==> src/rtl/hamming12_pkg.sv <==
// Shared definitions for the (12,4) code: widths, generator rows, encoder, tx FSM states.
// The decoder regenerates its codeword table from enc12 so both ends always agree.
package hamming12_pkg;

    localparam int HAM_MSG_W = 4;
    localparam int HAM_CW_W  = 12;

    localparam logic [HAM_CW_W-1:0] HAM_G0 = 12'h03B;
    localparam logic [HAM_CW_W-1:0] HAM_G1 = 12'h0EC;
    localparam logic [HAM_CW_W-1:0] HAM_G2 = 12'h3B0;
    localparam logic [HAM_CW_W-1:0] HAM_G3 = 12'hEC0;

    typedef enum logic {
        TX_IDLE  = 1'b0,
        TX_SHIFT = 1'b1
    } tx_state_t;

    function automatic logic [HAM_CW_W-1:0] enc12(input logic [HAM_MSG_W-1:0] m);
        logic [HAM_CW_W-1:0] cw;
        cw = '0;
        if (m[0]) cw = cw ^ HAM_G0;
        if (m[1]) cw = cw ^ HAM_G1;
        if (m[2]) cw = cw ^ HAM_G2;
        if (m[3]) cw = cw ^ HAM_G3;
        return cw;
    endfunction

endpackage

==> src/rtl/hamming12_piso.sv <==
// 12-bit parallel-in serial-out stage with valid/ready output and a last-bit flag.
// Holds the tx FSM; its state is exported on state_o for observation.
module hamming12_piso
    import hamming12_pkg::*;
#(
    parameter bit MSB_FIRST = 1'b1
) (
    input  logic                clk,
    input  logic                rst,
    input  logic                load_i,
    input  logic [HAM_CW_W-1:0] data_i,
    input  logic                ready_i,
    output logic                valid_o,
    output logic                bit_o,
    output logic                last_o,
    output tx_state_t           state_o
);

    localparam logic [3:0] LAST_CNT = 4'(HAM_CW_W - 1);

    tx_state_t           state_q, state_d;
    logic [HAM_CW_W-1:0] sr_q, sr_d;
    logic [3:0]          cnt_q, cnt_d;
    logic [HAM_CW_W-1:0] sr_shifted;

    assign sr_shifted = MSB_FIRST ? {sr_q[HAM_CW_W-2:0], 1'b0} : {1'b0, sr_q[HAM_CW_W-1:1]};

    // load_i is only raised by the wrapper when a load is legal (IDLE, or last bit handed off).
    always_comb begin
        state_d = state_q;
        sr_d    = sr_q;
        cnt_d   = cnt_q;
        case (state_q)
            TX_IDLE: begin
                if (load_i) begin
                    state_d = TX_SHIFT;
                    sr_d    = data_i;
                    cnt_d   = '0;
                end
            end
            TX_SHIFT: begin
                if (ready_i) begin
                    if (cnt_q == LAST_CNT) begin
                        cnt_d = '0;
                        if (load_i) begin
                            sr_d = data_i;
                        end else begin
                            state_d = TX_IDLE;
                        end
                    end else begin
                        sr_d  = sr_shifted;
                        cnt_d = cnt_q + 4'd1;
                    end
                end
            end
            default: state_d = TX_IDLE;
        endcase
    end

    always_ff @(posedge clk) begin
        if (rst) begin
            state_q <= TX_IDLE;
            sr_q    <= '0;
            cnt_q   <= '0;
        end else begin
            state_q <= state_d;
            sr_q    <= sr_d;
            cnt_q   <= cnt_d;
        end
    end

    assign valid_o = (state_q == TX_SHIFT);
    assign last_o  = (state_q == TX_SHIFT) && (cnt_q == LAST_CNT);
    assign bit_o   = (state_q == TX_SHIFT) ? (MSB_FIRST ? sr_q[HAM_CW_W-1] : sr_q[0]) : 1'b0;
    assign state_o = state_q;

endmodule

==> src/rtl/hamming12_encoder_tx.sv <==
// Encodes accepted 4-bit messages into (12,4) codewords and serialises them onto the channel.
// Optional one-shot error injection is enabled by defining HAMMING12_ERR_INJ_EN.
module hamming12_encoder_tx
    import hamming12_pkg::*;
#(
    parameter int MSG_W     = 4,
    parameter int CW_W      = 12,
    parameter bit MSB_FIRST = 1'b1
) (
    input  logic             clk,
    input  logic             rst,
    input  logic             in_valid,
    output logic             in_ready,
    input  logic [MSG_W-1:0] in_msg,
    output logic             cw_valid,
    output logic [CW_W-1:0]  codeword,
    output logic             tx_valid,
    input  logic             tx_ready,
    output logic             tx_bit,
    output logic             tx_last
`ifdef HAMMING12_ERR_INJ_EN
    ,
    input  logic [CW_W-1:0]  err_mask,
    input  logic             err_arm
`endif
);

    if (MSG_W != HAM_MSG_W || CW_W != HAM_CW_W) begin : g_width_check
        $error("hamming12_encoder_tx: MSG_W/CW_W are fixed at 4/12 by the code");
    end

    tx_state_t       tx_state;
    logic            accept;
    logic [CW_W-1:0] inj_mask;
    logic [CW_W-1:0] enc_cw;
    logic [CW_W-1:0] codeword_q, codeword_d;
    logic            cw_valid_q, cw_valid_d;

    // Handshake: a message moves when in_valid && in_ready at a rising edge; a channel bit
    // moves when tx_valid && tx_ready. in_ready never depends on in_valid.
    assign in_ready = (tx_state == TX_IDLE) || (tx_last && tx_ready);
    assign accept   = in_valid && in_ready;
    assign enc_cw   = enc12(in_msg) ^ inj_mask;

`ifdef HAMMING12_ERR_INJ_EN
    logic [CW_W-1:0] mask_q, mask_d;

    // An arm in the accept cycle takes effect on that very accept.
    assign inj_mask = err_arm ? err_mask : mask_q;

    always_comb begin
        mask_d = mask_q;
        if (err_arm) mask_d = err_mask;
        if (accept)  mask_d = '0;
    end

    always_ff @(posedge clk) begin
        if (rst) mask_q <= '0;
        else     mask_q <= mask_d;
    end
`else
    assign inj_mask = '0;
`endif

    always_comb begin
        codeword_d = codeword_q;
        cw_valid_d = accept;
        if (accept) codeword_d = enc_cw;
    end

    always_ff @(posedge clk) begin
        if (rst) begin
            codeword_q <= '0;
            cw_valid_q <= 1'b0;
        end else begin
            codeword_q <= codeword_d;
            cw_valid_q <= cw_valid_d;
        end
    end

    assign codeword = codeword_q;
    assign cw_valid = cw_valid_q;

    hamming12_piso #(
        .MSB_FIRST (MSB_FIRST)
    ) u_piso (
        .clk     (clk),
        .rst     (rst),
        .load_i  (accept),
        .data_i  (enc_cw),
        .ready_i (tx_ready),
        .valid_o (tx_valid),
        .bit_o   (tx_bit),
        .last_o  (tx_last),
        .state_o (tx_state)
    );

endmodule

==> config.mk <==
export PLATFORM = sky130hd
export DESIGN_NAME = hamming12_encoder_tx
export DESIGN_NICKNAME = d
export VERILOG_FILES = /design/src/rtl/hamming12_pkg.sv /design/src/rtl/hamming12_piso.sv /design/src/rtl/hamming12_encoder_tx.sv
export SDC_FILE = /design/constraint.sdc
export NUM_CORES = 1
export LEC_CHECK = 0
export CORE_ASPECT_RATIO = 0.8
export CORE_MARGIN = 3
export CORE_UTILIZATION = 45
export CTS_BUF_LIST = sky130_fd_sc_hd__clkbuf_8 sky130_fd_sc_hd__clkbuf_16
export DETAILED_ROUTE_END_ITERATION = 8
export HOLD_SLACK_MARGIN = 0.05
export PLACE_DENSITY = 0.7
export SLEW_MARGIN = 20
export SYNTH_ARGS = -nofsm -noshare
export SYNTH_HDL_FRONTEND = slang
export SYNTH_HIERARCHICAL = 1
export SYNTH_SLANG_ARGS = --single-unit
==> constraint.sdc <==
create_clock -name clk -period 3.5 [get_ports clk]
set_clock_uncertainty 0.05 [all_clocks]
set_input_delay 0.525 -clock clk [delete_from_list [all_inputs] [get_ports clk]]
set_output_delay 0.525 -clock clk [all_outputs]
set_load 0.005 [all_outputs]
### Word level (Yosys, flattened, before mapping)

Index checks and enable logic that the tools add are counted.

| word-level totals | value |
|---|---|
| RAM bits | 0 |
| output and inout port bits | 17 |
| memories kept | 0 |
| ROM bits | 0 |
| latch bits | 0 |
| register bits after elaboration | 30 |
| logic and storage cells | 35 |

| operators by class | value |
|---|---|
| add/subtract/negate cells | 1 |
| multiplexer cells | 17 |
| divide/modulo/power cells | 0 |
| equal/unequal tests | 3 |
| magnitude comparators | 0 |
| $mul | 0 |
| reductions and logical operators | 5 |
| shift-type cells | 0 |
| bitwise logic cells | 4 |

Operator list:

| operator | count |
|---|---|
| two-way mux 12 bit | 4 |
| one-hot mux 12 bit (2 select lines) | 1 |
| inverter 5 bit | 3 |
| two-way mux 4 bit | 3 |
| two-way mux 10 bit | 1 |
| two-way mux 8 bit | 1 |
| one-hot mux 4 bit (2 select lines) | 1 |
| two-way mux 6 bit | 1 |
| adder 4 x 1 -> 4 bit, second input constant | 1 |
| == test 4 bit, second input constant | 1 |
| two-way mux 1 bit | 4 |
| != test 2 bit, second input constant | 2 |
| logical AND 1 bit | 3 |
| one-hot mux 1 bit (2 select lines) | 1 |
| AND reduction 2 bit | 1 |
| logical OR 1 bit | 1 |
| inverter 1 bit | 1 |

### Depth between registers and ports, before layout

Gate-level depths: netlist of run 1.

| depth | value |
|---|---|
| depth in word-level cells | 11 |
| gate-level depth with buffers | 11 |
| depth with buffers taken out | 8 |

### Modules after synthesis

Netlist of run 1, hierarchy kept.

Modules (own cells, without submodules):

| module | seq. area each (um2) | cells an instance | times used | area each (um2) |
|---|---|---|---|---|
| hamming12_piso | 340.3 | 99 | 1 | 918.4 |
| hamming12_encoder_tx | 220.2 | 60 | 1 | 538.0 |

### Worst setup path after synthesis of run 1

Ideal clock, no wire load.

| timing path | value |
|---|---|
| path kind | register to register |
| start | register u_piso.cnt_q[0] |
| end | register u_piso.sr_q[1] |
| library setup time | 60 ps |
| cell stages (with the launch flop) | 11 |
| data arrival time | 2342 ps |
| clock period less this slack | 2452 ps |
| slack | 1048 ps |
| required time | 3390 ps |
| path through | dfxtp_1 ha_1 and3b_1 buf_6 and2_1 a21boi_0 buf_2 nor2_1 mux2_2 a21oi_2 a221o_1 |

| between the ends | value |
|---|---|
| cells in the longest elaborated chain, start to end | 9 |

Ends and longest elaborated chain:

| what | RTL line | RTL |
|---|---|---|
| start: declaration | hamming12_piso.sv:23 | `logic [3:0] cnt_q, cnt_d;` |
| start signal: assignment | hamming12_piso.sv:68 | `cnt_q <= cnt_d;` |
| == test 4 bit (*) | hamming12_piso.sv:73 | `assign last_o = (state_q == TX_SHIFT) && (cnt_q == LAST_CNT);` |
| logical AND 1 bit (*) | hamming12_piso.sv:73 |  |
| net tx_last | hamming12_encoder_tx.sv:20 | `output logic tx_last` |
| logical AND 1 bit (*) | hamming12_encoder_tx.sv:41 | `assign in_ready = (tx_state == TX_IDLE) \|\| (tx_last && tx_ready);` |
| logical OR 1 bit (*) | hamming12_encoder_tx.sv:41 |  |
| logical AND 1 bit (*) | hamming12_encoder_tx.sv:42 | `assign accept = in_valid && in_ready;` |
| net accept | hamming12_encoder_tx.sv:33 | `logic accept;` |
| two-way mux 12 bit (*) | - |  |
| two-way mux 12 bit | hamming12_piso.sv:43 | `if (cnt_q == LAST_CNT) begin` |
| two-way mux 12 bit | hamming12_piso.sv:42 | `if (ready_i) begin` |
| one-hot mux 12 bit (2 select lines) (*) | hamming12_piso.sv:33 | `case (state_q)` |
| end signal: assignment | hamming12_piso.sv:67 | `sr_q <= sr_d;` |
| end: declaration | hamming12_piso.sv:22 | `logic [HAM_CW_W-1:0] sr_q, sr_d;` |

Mark *: on every way through the listed nets, which the timed path passes. The rest lies on a longest branch. The select of a mux whose other input is x is not followed.
A chain may end at the register's enable or synchronous reset.

### Worst setup path in the final report of run 1

| timing path | value |
|---|---|
| start | register u_piso.cnt_q[0] |
| end | output port in_ready |

| between the ends | value |
|---|---|
| cells in the longest elaborated chain, start to end | 4 |

Ends and longest elaborated chain:

| what | RTL line | RTL |
|---|---|---|
| == test 4 bit | hamming12_piso.sv:73 |  |
| logical AND 1 bit | hamming12_piso.sv:73 |  |
| logical AND 1 bit | hamming12_encoder_tx.sv:41 |  |
| logical OR 1 bit | hamming12_encoder_tx.sv:41 |  |
| end: declaration | hamming12_encoder_tx.sv:13 | `output logic in_ready,` |

No other way between the ends.

==> reports/results.ini, run 1 <==
[job]
drv_cap = 0

[min_path]
min_path_type = reg -> reg
min_to = u_piso/sr_q[11]
min_path_cells = 2
hold_path_startpoint = u_piso/sr_q[11]

[grt]
grt_pass1_vias = 1152
grt_max_degree = 20
overflow = 0
track_usage = 0.177
busiest_layer = met2
use_met3 = 0.0447
antenna_found_initial = 0
use_met2 = 0.269
grt_use_met1 = 0.253
grt_first_pass_wirelength_um = 5740

[yosys]
ys_types = 39
syn_area_um2 = 1460
yosysSeqAreaShare = 0.385
ys_warn_count = 6
postSynthCellCount = 159
synthFlopType = dfxtp_1
synthArstFlopShare = 0
synth_edf_count = 0
ys_ff_latch = 28
synth_area_per_cell_um2 = 9.16
syn_nets = 168

[cells_and_area]
seq_area_um2 = 561
multiInputGateArea_um2 = 751
diodes = 0
n_fill_cell = 248
fin_area_um2 = 1730
final_nets = 185
areaGrowthSynthToFinish_pct = 18.5
drive_gt1_frac = 0.0800

[worst_setup_path]
worstPathCellList = ha_1 > and3b_1 > and2_1 > a21boi_0 > inv_1 > clkdlybuf4s50_1
r2r_slack_ns = 0.67
crit_path_start_kind = register
arrival_ns = 2.48
worst_path_max_delay_cell = clkdlybuf4s50_1
path_buf_inv = 2
crit_required_ns = 2.92
r2r_cells = 10
worstPathMaxFanout = 11
r2r_start = u_piso/cnt_q[0]
end_kind = output pin
slowest_delay_ns = 0.57
critPathTopFamily = buffers and inverters
critPathKind = reg -> out
r2r-end = u_piso/sr_q[9]

[clock_network]
clkSinkCount = 28
cts_tree = yes
clock_latency_ns = 0.27
cts_root_buf = clkbuf_8
h-tree-depth = 1
cts-buffers-inserted = 3
path_clk_slew_ns = 0.09
cts_resized = 0
cts_setup_buffers = 0
cts.path.max_buffers = 2
hold_buffers = 0

[place]
place_congestion = 0.776
place_area_um2 = 1670
hpwl_um = 2400
numPortBuffers = 24

[sta]
rsz0062_at_grt = false
fin_crit_sh = 0.873
slew_headroom = 0.505
tightest_slew_ns = 0.740
fin_setup_tns_ns = 0
setup_viol = 0
fin_crit_ns = 3.06
hold_violations = 0
max_freq_ghz = 0.327
slew_violations = 0

[floorplan]
die_x_um = 69.6
dieHeight_um = 56.9
initial_utilization = 0.500
die_area_um2 = 3960
ios = 25
core_um2 = 2910
rows = 17

[power]
p_per_area_nw_per_um2 = 406
irDropWorstVdd_mv = 0.315
p_leak_nw = 0.611

[detailed_routing]
first_pass_iters = 4
drt.antenna.violating_nets = 0
wl_um = 3340
drtIter0Drc = 66
viasPerCell = 6.01
vias = 1281
wire_per_inst_um = 15.7
route.detailed.drc = 0

[run_status]
status = complete, no violations

worst reg2reg max path, stage by stage (launching register included):
cell	delay, ns
dfxtp_1	0.38
ha_1	0.26
and3b_1	0.38
and2_1	0.20
a21boi_0	0.12
buf_4	0.21
nor2_1	0.30
buf_4	0.22
inv_1	0.09
a2111oi_0	0.35
a2111oi_1	0.11
layout make-up:
| cell class | instances | share of cell area |
|---|---|---|
| Sequential cell | 28 | 0.325 |
| Clock buffer | 4 | 0.0319 |
| Timing Repair Buffer | 29 | 0.161 |
| Tap cell | 38 | 0.0276 |
| Inverter | 9 | 0.0196 |
| Multi-Input combinational cell | 105 | 0.435 |
layout by cell type, fill, tap and decap left out, types with 4 or more instances in the layout:
cell / n
nor2_1: 5
xor2_1: 4
clkbuf_8: 4
a21oi_1: 13
nand3_1: 8
a22o_1: 5
buf_4: 5
o21ai_0: 9
a32o_1: 5
clkdlybuf4s50_1: 24
inv_1: 9
dfxtp_1: 28
a31oi_1: 6
nor4b_1: 6
a221o_1: 4
nor3_1: 9
synthesized netlist by cell type (3+ instances only):
cell      number  share of area
nor3_1         9          0.031
a221o_1        4          0.027
buf_2          4          0.014
nand3_1        8          0.027
a22o_1         5          0.030
o21ai_0        9          0.031
inv_1          9          0.023
nor4b_1        6          0.036
nand2_1        3         0.0077
xor2_1         4          0.024
nor2_1         5          0.013
a21oi_1       13          0.045
clkbuf_1       6          0.015
buf_4          4          0.021
a32o_1         5          0.034
and2_1         3          0.013
a31oi_1        6          0.026
dfxtp_1       28           0.38
logic make-up after synthesis:
kind of cell / count (synthesis) / share of synthesized area
xor gates and xnor gates: 6 / 0.0584
DFF: 28 / 0.385
muxes: 2 / 0.0146
AOI/OAI and AO/OA: 52 / 0.255
adders and majority gates: 1 / 0.00859
and+or+nand+nor: 44 / 0.179
buffers and inverters: 26 / 0.0997
metal layers:
layer,vias up,share of wire
li1,628,-
met5,-,0
met2,40,0.45
met3,2,0.062
met1,611,0.49
met4,0,0.0036
report_power, final:
group          leakage [nW]  total, mW  internal, mW  switching (mW)
Combinational         0.353      0.147        0.0757          0.0711
Clock                0.0288      0.197         0.101          0.0967
Sequential            0.230      0.357         0.343          0.0143
sequential cells by signal, summed over array words and instances (netlist names):
name / flops
codeword: 10
u_piso/cnt_q: 4
u_piso/sr_q: 12
cw_valid: 1
u_piso/state_o: 1
how the worst max path moves through the flow:
stage / start / endpoint / slack (ns) / depth (start not counted)
floorplan: u_piso/cnt_q[0] / u_piso/sr_q[1] / 1.05 / 10
global placement: tx_ready / u_piso/sr_q[5] / 0.77 / 7
detailed placement: tx_ready / u_piso/sr_q[1] / 0.71 / 7
CTS: u_piso/cnt_q[0] / in_ready / 0.47 / 6
global route: u_piso/cnt_q[0] / in_ready / 0.29 / 6
finish: u_piso/cnt_q[0] / in_ready / 0.44 / 6
through the flow:
step	total power, mW	hold WS [ns]	setup WS (ns)	cells	utilization
floorplan	0.456	0.386	1.05	159	-
global placement	0.507	0.401	0.771	209	0.573
detailed placement	0.510	0.405	0.707	209	0.573
CTS	0.710	0.419	0.472	213	0.592
global route	0.742	0.454	0.285	213	0.592
finish	0.701	0.415	0.445	213	0.592
(Power assumes the default switching activity.)
==> inputs of run 2 (changes only) <==
--- a/config.mk
+++ b/config.mk
@@ -12,6 +12,7 @@
 export DETAILED_ROUTE_END_ITERATION = 8
 export HOLD_SLACK_MARGIN = 0.05
 export PLACE_DENSITY = 0.7
+export SKIP_LAST_GASP = 1
 export SLEW_MARGIN = 20
 export SYNTH_ARGS = -nofsm -noshare
 export SYNTH_HDL_FRONTEND = slang
==> results of run 2 <==
Same layout as run 1: the final DEF is identical, and so are final timing and power.
